### src/rtl/uart_pkg.sv
// Shared definitions for the UART blocks: FSM state encoding, oversampling
// constants and the 3-sample majority vote.
package uart_pkg;

  typedef enum logic [2:0] {
    IDLE   = 3'd0,
    START  = 3'd1,
    DATA   = 3'd2,
    PARITY = 3'd3,
    STOP   = 3'd4
  } state_t;

  localparam int OVERSAMPLE = 16;
  localparam int SAMPLE_LO  = 7;
  localparam int SAMPLE_MID = 8;
  localparam int SAMPLE_HI  = 9;
  localparam int DATA_BITS  = 8;

  // Majority of three line samples; one corrupted sample cannot flip the bit.
  function automatic logic majority3(input logic [2:0] s);
    return (s[0] & s[1]) | (s[0] & s[2]) | (s[1] & s[2]);
  endfunction

endpackage

### src/rtl/uart_baud_tick.sv
// Oversample tick generator: one-cycle tick every TICK_DIV clocks.
// `clear` restarts the period so tick phase follows an external event
// (the start edge on the receive side). TICK_DIV must be >= 2.
module uart_baud_tick #(
  parameter int TICK_DIV = 27
) (
  input  logic clk,
  input  logic rst_n,
  input  logic clear,
  output logic tick
);

  localparam int CW = (TICK_DIV > 1) ? $clog2(TICK_DIV) : 1;
  localparam logic [CW-1:0] LAST = CW'(TICK_DIV - 1);

  logic [CW-1:0] cnt;

  // Period counter: wraps at LAST, restarts on clear.
  // NOTE: sequential state uses non-blocking assignments so every flop samples
  // pre-edge values regardless of statement order; reset is synchronous, so
  // rst_n is tested inside the clocked block rather than in the sensitivity list.
  always_ff @(posedge clk) begin
    if (!rst_n) begin
      cnt <= '0;
    end else if (clear || cnt == LAST) begin
      cnt <= '0;
    end else begin
      cnt <= cnt + CW'(1);
    end
  end

  assign tick = (cnt == LAST) && !clear;

endmodule

### src/rtl/uart_rx.sv
// UART receiver: 16x oversampled, 3-sample majority vote per bit, one-entry
// valid/ready holding register with overrun and framing-error pulses.
// Default build is 8N1. Defining UART_RX_PARITY_EN makes the frame 8E1 and
// adds the parity_err output.
module uart_rx
  import uart_pkg::*;
#(
  parameter int Clock    = 50,
  parameter int Baud     = 115200,
  parameter int TICK_DIV = Clock * 1000000 / (Baud * 16)
) (
  input  logic       clk,
  input  logic       rst_n,
  input  logic       rx,
  output logic [7:0] rx_data,
  output logic       rx_valid,
  input  logic       rx_ready,
`ifdef UART_RX_PARITY_EN
  output logic       parity_err,
`endif
  output logic       frame_err,
  output logic       overrun
);

  logic       sync1, sync2, prev;
  logic       fall;
  logic       tick, clear, bit_end, maj;
  logic [3:0] tick_cnt;
  logic [2:0] samples;
  logic [2:0] bit_idx;
  logic [7:0] shift;
  logic       deliver, frame_bad;
  state_t     state, state_nxt;
`ifdef UART_RX_PARITY_EN
  logic       par_bit, par_bad, parity_bad;
`endif

  // Two-flop synchronizer plus one delayed copy for falling-edge detection.
  always_ff @(posedge clk) begin
    if (!rst_n) begin
      sync1 <= 1'b1;
      sync2 <= 1'b1;
      prev  <= 1'b1;
    end else begin
      sync1 <= rx;
      sync2 <= sync1;
      prev  <= sync2;
    end
  end

  assign fall    = prev & ~sync2;
  assign clear   = (state == IDLE) && fall;
  assign bit_end = tick && (tick_cnt == 4'(OVERSAMPLE - 1));
  assign maj     = majority3(samples);
`ifdef UART_RX_PARITY_EN
  assign par_bad = (^shift) ^ par_bit;
`endif

  uart_baud_tick #(.TICK_DIV(TICK_DIV)) u_tick (
    .clk   (clk),
    .rst_n (rst_n),
    .clear (clear),
    .tick  (tick)
  );

  // State register.
  always_ff @(posedge clk) begin
    if (!rst_n) state <= IDLE;
    else        state <= state_nxt;
  end

  // Next state and end-of-frame decisions.
  // NOTE: every output of this block is given a default first so no path
  // leaves a signal unassigned, which would otherwise infer a latch.
  always_comb begin
    state_nxt = state;
    deliver   = 1'b0;
    frame_bad = 1'b0;
`ifdef UART_RX_PARITY_EN
    parity_bad = 1'b0;
`endif
    unique case (state)
      IDLE:  if (fall) state_nxt = START;
      START: if (bit_end) state_nxt = maj ? IDLE : DATA;
      DATA: begin
        if (bit_end && bit_idx == 3'(DATA_BITS - 1)) begin
`ifdef UART_RX_PARITY_EN
          state_nxt = PARITY;
`else
          state_nxt = STOP;
`endif
        end
      end
`ifdef UART_RX_PARITY_EN
      PARITY: if (bit_end) state_nxt = STOP;
`endif
      STOP: begin
        if (bit_end) begin
          state_nxt = IDLE;
          if (!maj) frame_bad = 1'b1;
`ifdef UART_RX_PARITY_EN
          else if (par_bad) parity_bad = 1'b1;
`endif
          else deliver = 1'b1;
        end
      end
      default: state_nxt = IDLE;
    endcase
  end

  // Bit timing, majority samples and data shift register.
  always_ff @(posedge clk) begin
    if (!rst_n) begin
      tick_cnt <= '0;
      samples  <= '0;
      bit_idx  <= '0;
      shift    <= '0;
`ifdef UART_RX_PARITY_EN
      par_bit  <= 1'b0;
`endif
    end else begin
      if (clear)     tick_cnt <= '0;
      else if (tick) tick_cnt <= tick_cnt + 4'd1;

      if (tick) begin
        if (tick_cnt == 4'(SAMPLE_LO))  samples[0] <= sync2;
        if (tick_cnt == 4'(SAMPLE_MID)) samples[1] <= sync2;
        if (tick_cnt == 4'(SAMPLE_HI))  samples[2] <= sync2;
      end

      if (bit_end) begin
        case (state)
          START: bit_idx <= '0;
          DATA: begin
            shift   <= {maj, shift[7:1]};
            bit_idx <= bit_idx + 3'd1;
          end
`ifdef UART_RX_PARITY_EN
          PARITY: par_bit <= maj;
`endif
          default: ;
        endcase
      end
    end
  end

  // Holding register and one-cycle error pulses.
  always_ff @(posedge clk) begin
    if (!rst_n) begin
      rx_data    <= 8'h00;
      rx_valid   <= 1'b0;
      frame_err  <= 1'b0;
      overrun    <= 1'b0;
`ifdef UART_RX_PARITY_EN
      parity_err <= 1'b0;
`endif
    end else begin
      frame_err <= frame_bad;
      overrun   <= deliver && rx_valid && !rx_ready;
`ifdef UART_RX_PARITY_EN
      parity_err <= parity_bad;
`endif
      if (deliver && (!rx_valid || rx_ready)) begin
        rx_data  <= shift;
        rx_valid <= 1'b1;
      end else if (rx_valid && rx_ready) begin
        rx_valid <= 1'b0;
      end
    end
  end

endmodule
### config.mk
export PLATFORM = sky130hd
export DESIGN_NAME = uart_rx
export DESIGN_NICKNAME = d
export VERILOG_FILES = /design/src/rtl/uart_pkg.sv /design/src/rtl/uart_baud_tick.sv /design/src/rtl/uart_rx.sv
export SDC_FILE = /design/constraint.sdc
export NUM_CORES = 1
export LEC_CHECK = 0
export BUFFER_PORTS_ARGS = -buffer_cell sky130_fd_sc_hd__buf_4
export CAP_MARGIN = 20
export CORE_AREA = 2 2 84 78
export CTS_CLUSTER_DIAMETER = 40
export DETAILED_ROUTE_END_ITERATION = 8
export DIE_AREA = 0 0 86 80
export GPL_TIMING_DRIVEN = 0
export PLACE_DENSITY = 0.42
export SLEW_MARGIN = 20
export SYNTH_ARGS = -nofsm -noshare
export SYNTH_HDL_FRONTEND = slang
export SYNTH_HIERARCHICAL = 1
export SYNTH_SLANG_ARGS = --single-unit
### constraint.sdc
create_clock -name clk -period 3.15 [get_ports clk]
set_input_delay 0.4725 -clock clk [delete_from_list [all_inputs] [get_ports clk]]
set_output_delay 0.4725 -clock clk [all_outputs]
set_load 0.005 [all_outputs]
==> key figures <==
Run status
  • Status: finished clean

Setup path
  • Critical Path AT: 2460 ps
  • CP max-delay cell: nor4b_4
  • Worst Reg-to-Reg Cells: 10
  • Kind of critical path: flip-flop to flip-flop
  • Max FO, Critical Path: 10
  • Critical-path cell list: inv_1, ha_1, nand4b_1, nor2_1, buf_2, nand4_4, nor4b_4, buf_4, nand3_1, o21ai_1
  • Worst Path Required: 3370 ps
  • FF-to-FF setup slack: 910 ps
  • Crit-path max cell delay: 520 ps
  • Delay-heaviest family, CP: simple AND/OR/NAND/NOR gates
  • R2R Path Start: u_tick/cnt[0]
  • Crit. Startpoint: u_tick/cnt[0]
  • CP bufs+invs: 3
  • Startpoint types: flip-flop
  • Critical path endpoint category: flip-flop
  • Reg2reg end: shift[3]

Die
  • Core area: 5979 sq um
  • Row count: 27
  • Die Y: 80 um
  • Die area: 6880 sq um
  • IO Count: 15
  • Initial Util: 0.2896
  • Die span in x: 86 um

Logic synthesis
  • Register area share after synthesis: 0.4624
  • Syn_nets: 191
  • Cell Area, Synth: 1732 sq um
  • Post-synth top flop: dfxtp_1
  • Ys async rst share: 0
  • Warnings from Yosys: 6
  • Unique cell type count in the Yosys netlist: 39
  • Post-synthesis cell count: 180
  • Syn Area/Cell: 9.620 sq um
  • Post-synth EDFFs: 0
  • Synthesized flop and latch total: 40

Layout
  • Commonest non-fill, non-tap cell in the layout: dfxtp_1
  • Most frequent cells in the layout: 40 x dfxtp_1, 28 x nand2_1, 16 x buf_4
  • Layout cells sized above 1: 0.1485
  • Ant diodes: 0
  • Fillers: 616
  • Area growth syn-to-layout: 16.47%
  • Non-Filler Instances: 274
  • Nets: 212

STA
  • Worst slew margin: 0.6685
  • # setup viols final: 0
  • Worst-Margin Slew: 497.2 ps
  • Post-layout min period: 2240 ps
  • Final hold slack: 365.8 ps
  • Tcrit/Tclk final: 0.7112
  • Fmax: 0.4464 GHz
  • Clk_skew: 5.020 ps
  • RSZ-0062 raised after global routing: false
  • Setup TNS: 0 ps
  • Hold Fails Final Rpt: 0
  • Slew Viols, Final: 0

Worst hold path
  • Hold path depth: 2
  • Worst Hold Path EP: sync1
  • Hold Crit Start: rx
  • Hold crit path type: input pin to flip-flop

Clock network
  • CTS sink cnt: 40
  • Root Buffer: clkbuf_8
  • Num CTS Buffers: 5
  • Hold buffers post-CTS: 0
  • H-tree Lvls: 2
  • Clock slew at reported path FFs: 80 ps
  • Clk_lat worst skew: 280 ps
  • Post-CTS Setup Bufs: 0
  • # resized after CTS: 0
  • Clock Path Buffers: 2
  • CTS tree: yes

Drt
  • Routed wire length: 3.315 mm
  • 1st-pass router iterations: 4
  • Vias: 1293
  • Vias per std cell: 4.719
  • DRC Markers: 0
  • Iteration-0 DRC Markers: 63
  • WL/cell: 12.10 um
  • Final ANT Viol Nets: 0

Run
  • Max cap viols: 0

GRT
  • Initial antenna violation count: 0
  • Largest net degree at the start of global routing: 12
  • First-pass GRT wire length: 5.775 mm
  • GRT overflow: 0
  • Total GRT Usage: 0.1074
  • Vias in the first global route: 1214

Pwr
  • Pleak: 0.0007975 uW
  • Power Dens Cells: 443.6 nW/um^2
  • Maximum vdd ir drop: 240.4 uV

Placed design
  • GP Congestion: 0.7515
  • PortBufs: 14
  • Placed cell count: 266
  • Detailed placer's ending HPWL: 2.480 mm
## through the flow
| stage | setup slack (ps) | utilization | power [uW] | area (sq um) |
|---|---|---|---|---|
| after floorplan | 1214 | - | 548.4 | 1732 |
| after global placement | 961.8 | 0.3222 | 558.5 | 1927 |
| after detailed placement | 895.7 | 0.3222 | 559.3 | 1927 |
| after CTS | 891.1 | 0.3373 | 909.9 | 2017 |
| after global routing | 661.6 | 0.3373 | 940.3 | 2017 |
| final | 909.8 | 0.3373 | 894.7 | 2017 |
## cells by family (layout without fill, tap and decap cells)
kind of cell    Yosys count  count (layout)  share of synthesized area
fa+ha+maj                 8               8                    0.05636
flops                    40              40                     0.4624
buf+inv                  14              36                    0.03539
xor+xnor                  6               6                    0.03035
mux                      10              10                    0.05781
compound gates           22              22                    0.09393
simple gates             80              80                     0.2637
## flip-flops by register name, summed over array words and instances, names as in the netlist
register / cells
bit_idx: 3
tick_cnt: 4
u_tick/cnt: 5
sync1: 1
overrun: 1
state: 3
rx_valid: 1
samples: 3
rx_data: 8
prev: 1
sync2: 1
shift: 8
frame_err: 1
## where the power goes
| group | total, uW | internal (uW) | switching (uW) |
|---|---|---|---|
| Clock | 348 | 179 | 169 |
| Combinational | 31.3 | 12.4 | 18.9 |
| Sequential | 515 | 511 | 4.30 |
## per-layer routing
layer | vias to the layer above | track usage | part of all wire
met5 | - | 0 | 0
met4 | 0 | 0.03333 | 0.0051
met3 | 2 | 0.03413 | 0.031
met2 | 14 | 0.1698 | 0.46
met1 | 612 | 0.1389 | 0.50
li1 | 665 | - | -
## worst max-delay path by stage
stage | end | slack [ps] | cells past startpoint
CTS | rx_data[7] | 890 | 9
global placement | rx_data[7] | 960 | 9
global route | shift[4] | 660 | 10
finish | shift[3] | 910 | 10
detailed placement | rx_data[7] | 900 | 9
floorplan | rx_data[0] | 1210 | 9
## cell type report
| class | instances | area (sq um) | area share |
|---|---|---|---|
| clock buffer | 8 | 90.09 | 0.04467 |
| sequential | 40 | 800.8 | 0.3970 |
| buffer | 8 | 38.79 | 0.01923 |
| multi-input combinational | 126 | 869.6 | 0.4311 |
| inverter | 6 | 22.52 | 0.01117 |
| timing repair buffer | 14 | 105.1 | 0.05211 |
| tap | 72 | 90.09 | 0.04467 |
## synth_stat cells (4+ instances only)
cell	number	area, sq um
clkbuf_1	4	15.01
nor2_1	13	48.80
ha_1	7	87.58
o21ai_1	8	40.04
nand2_1	28	105.1
inv_1	6	22.52
nand3_1	12	60.06
dfxtp_1	40	800.8
mux2i_1	10	100.1
nand2b_1	8	50.05
xor2_1	4	35.03
Note: power is estimated with default switching activity, not from simulation.
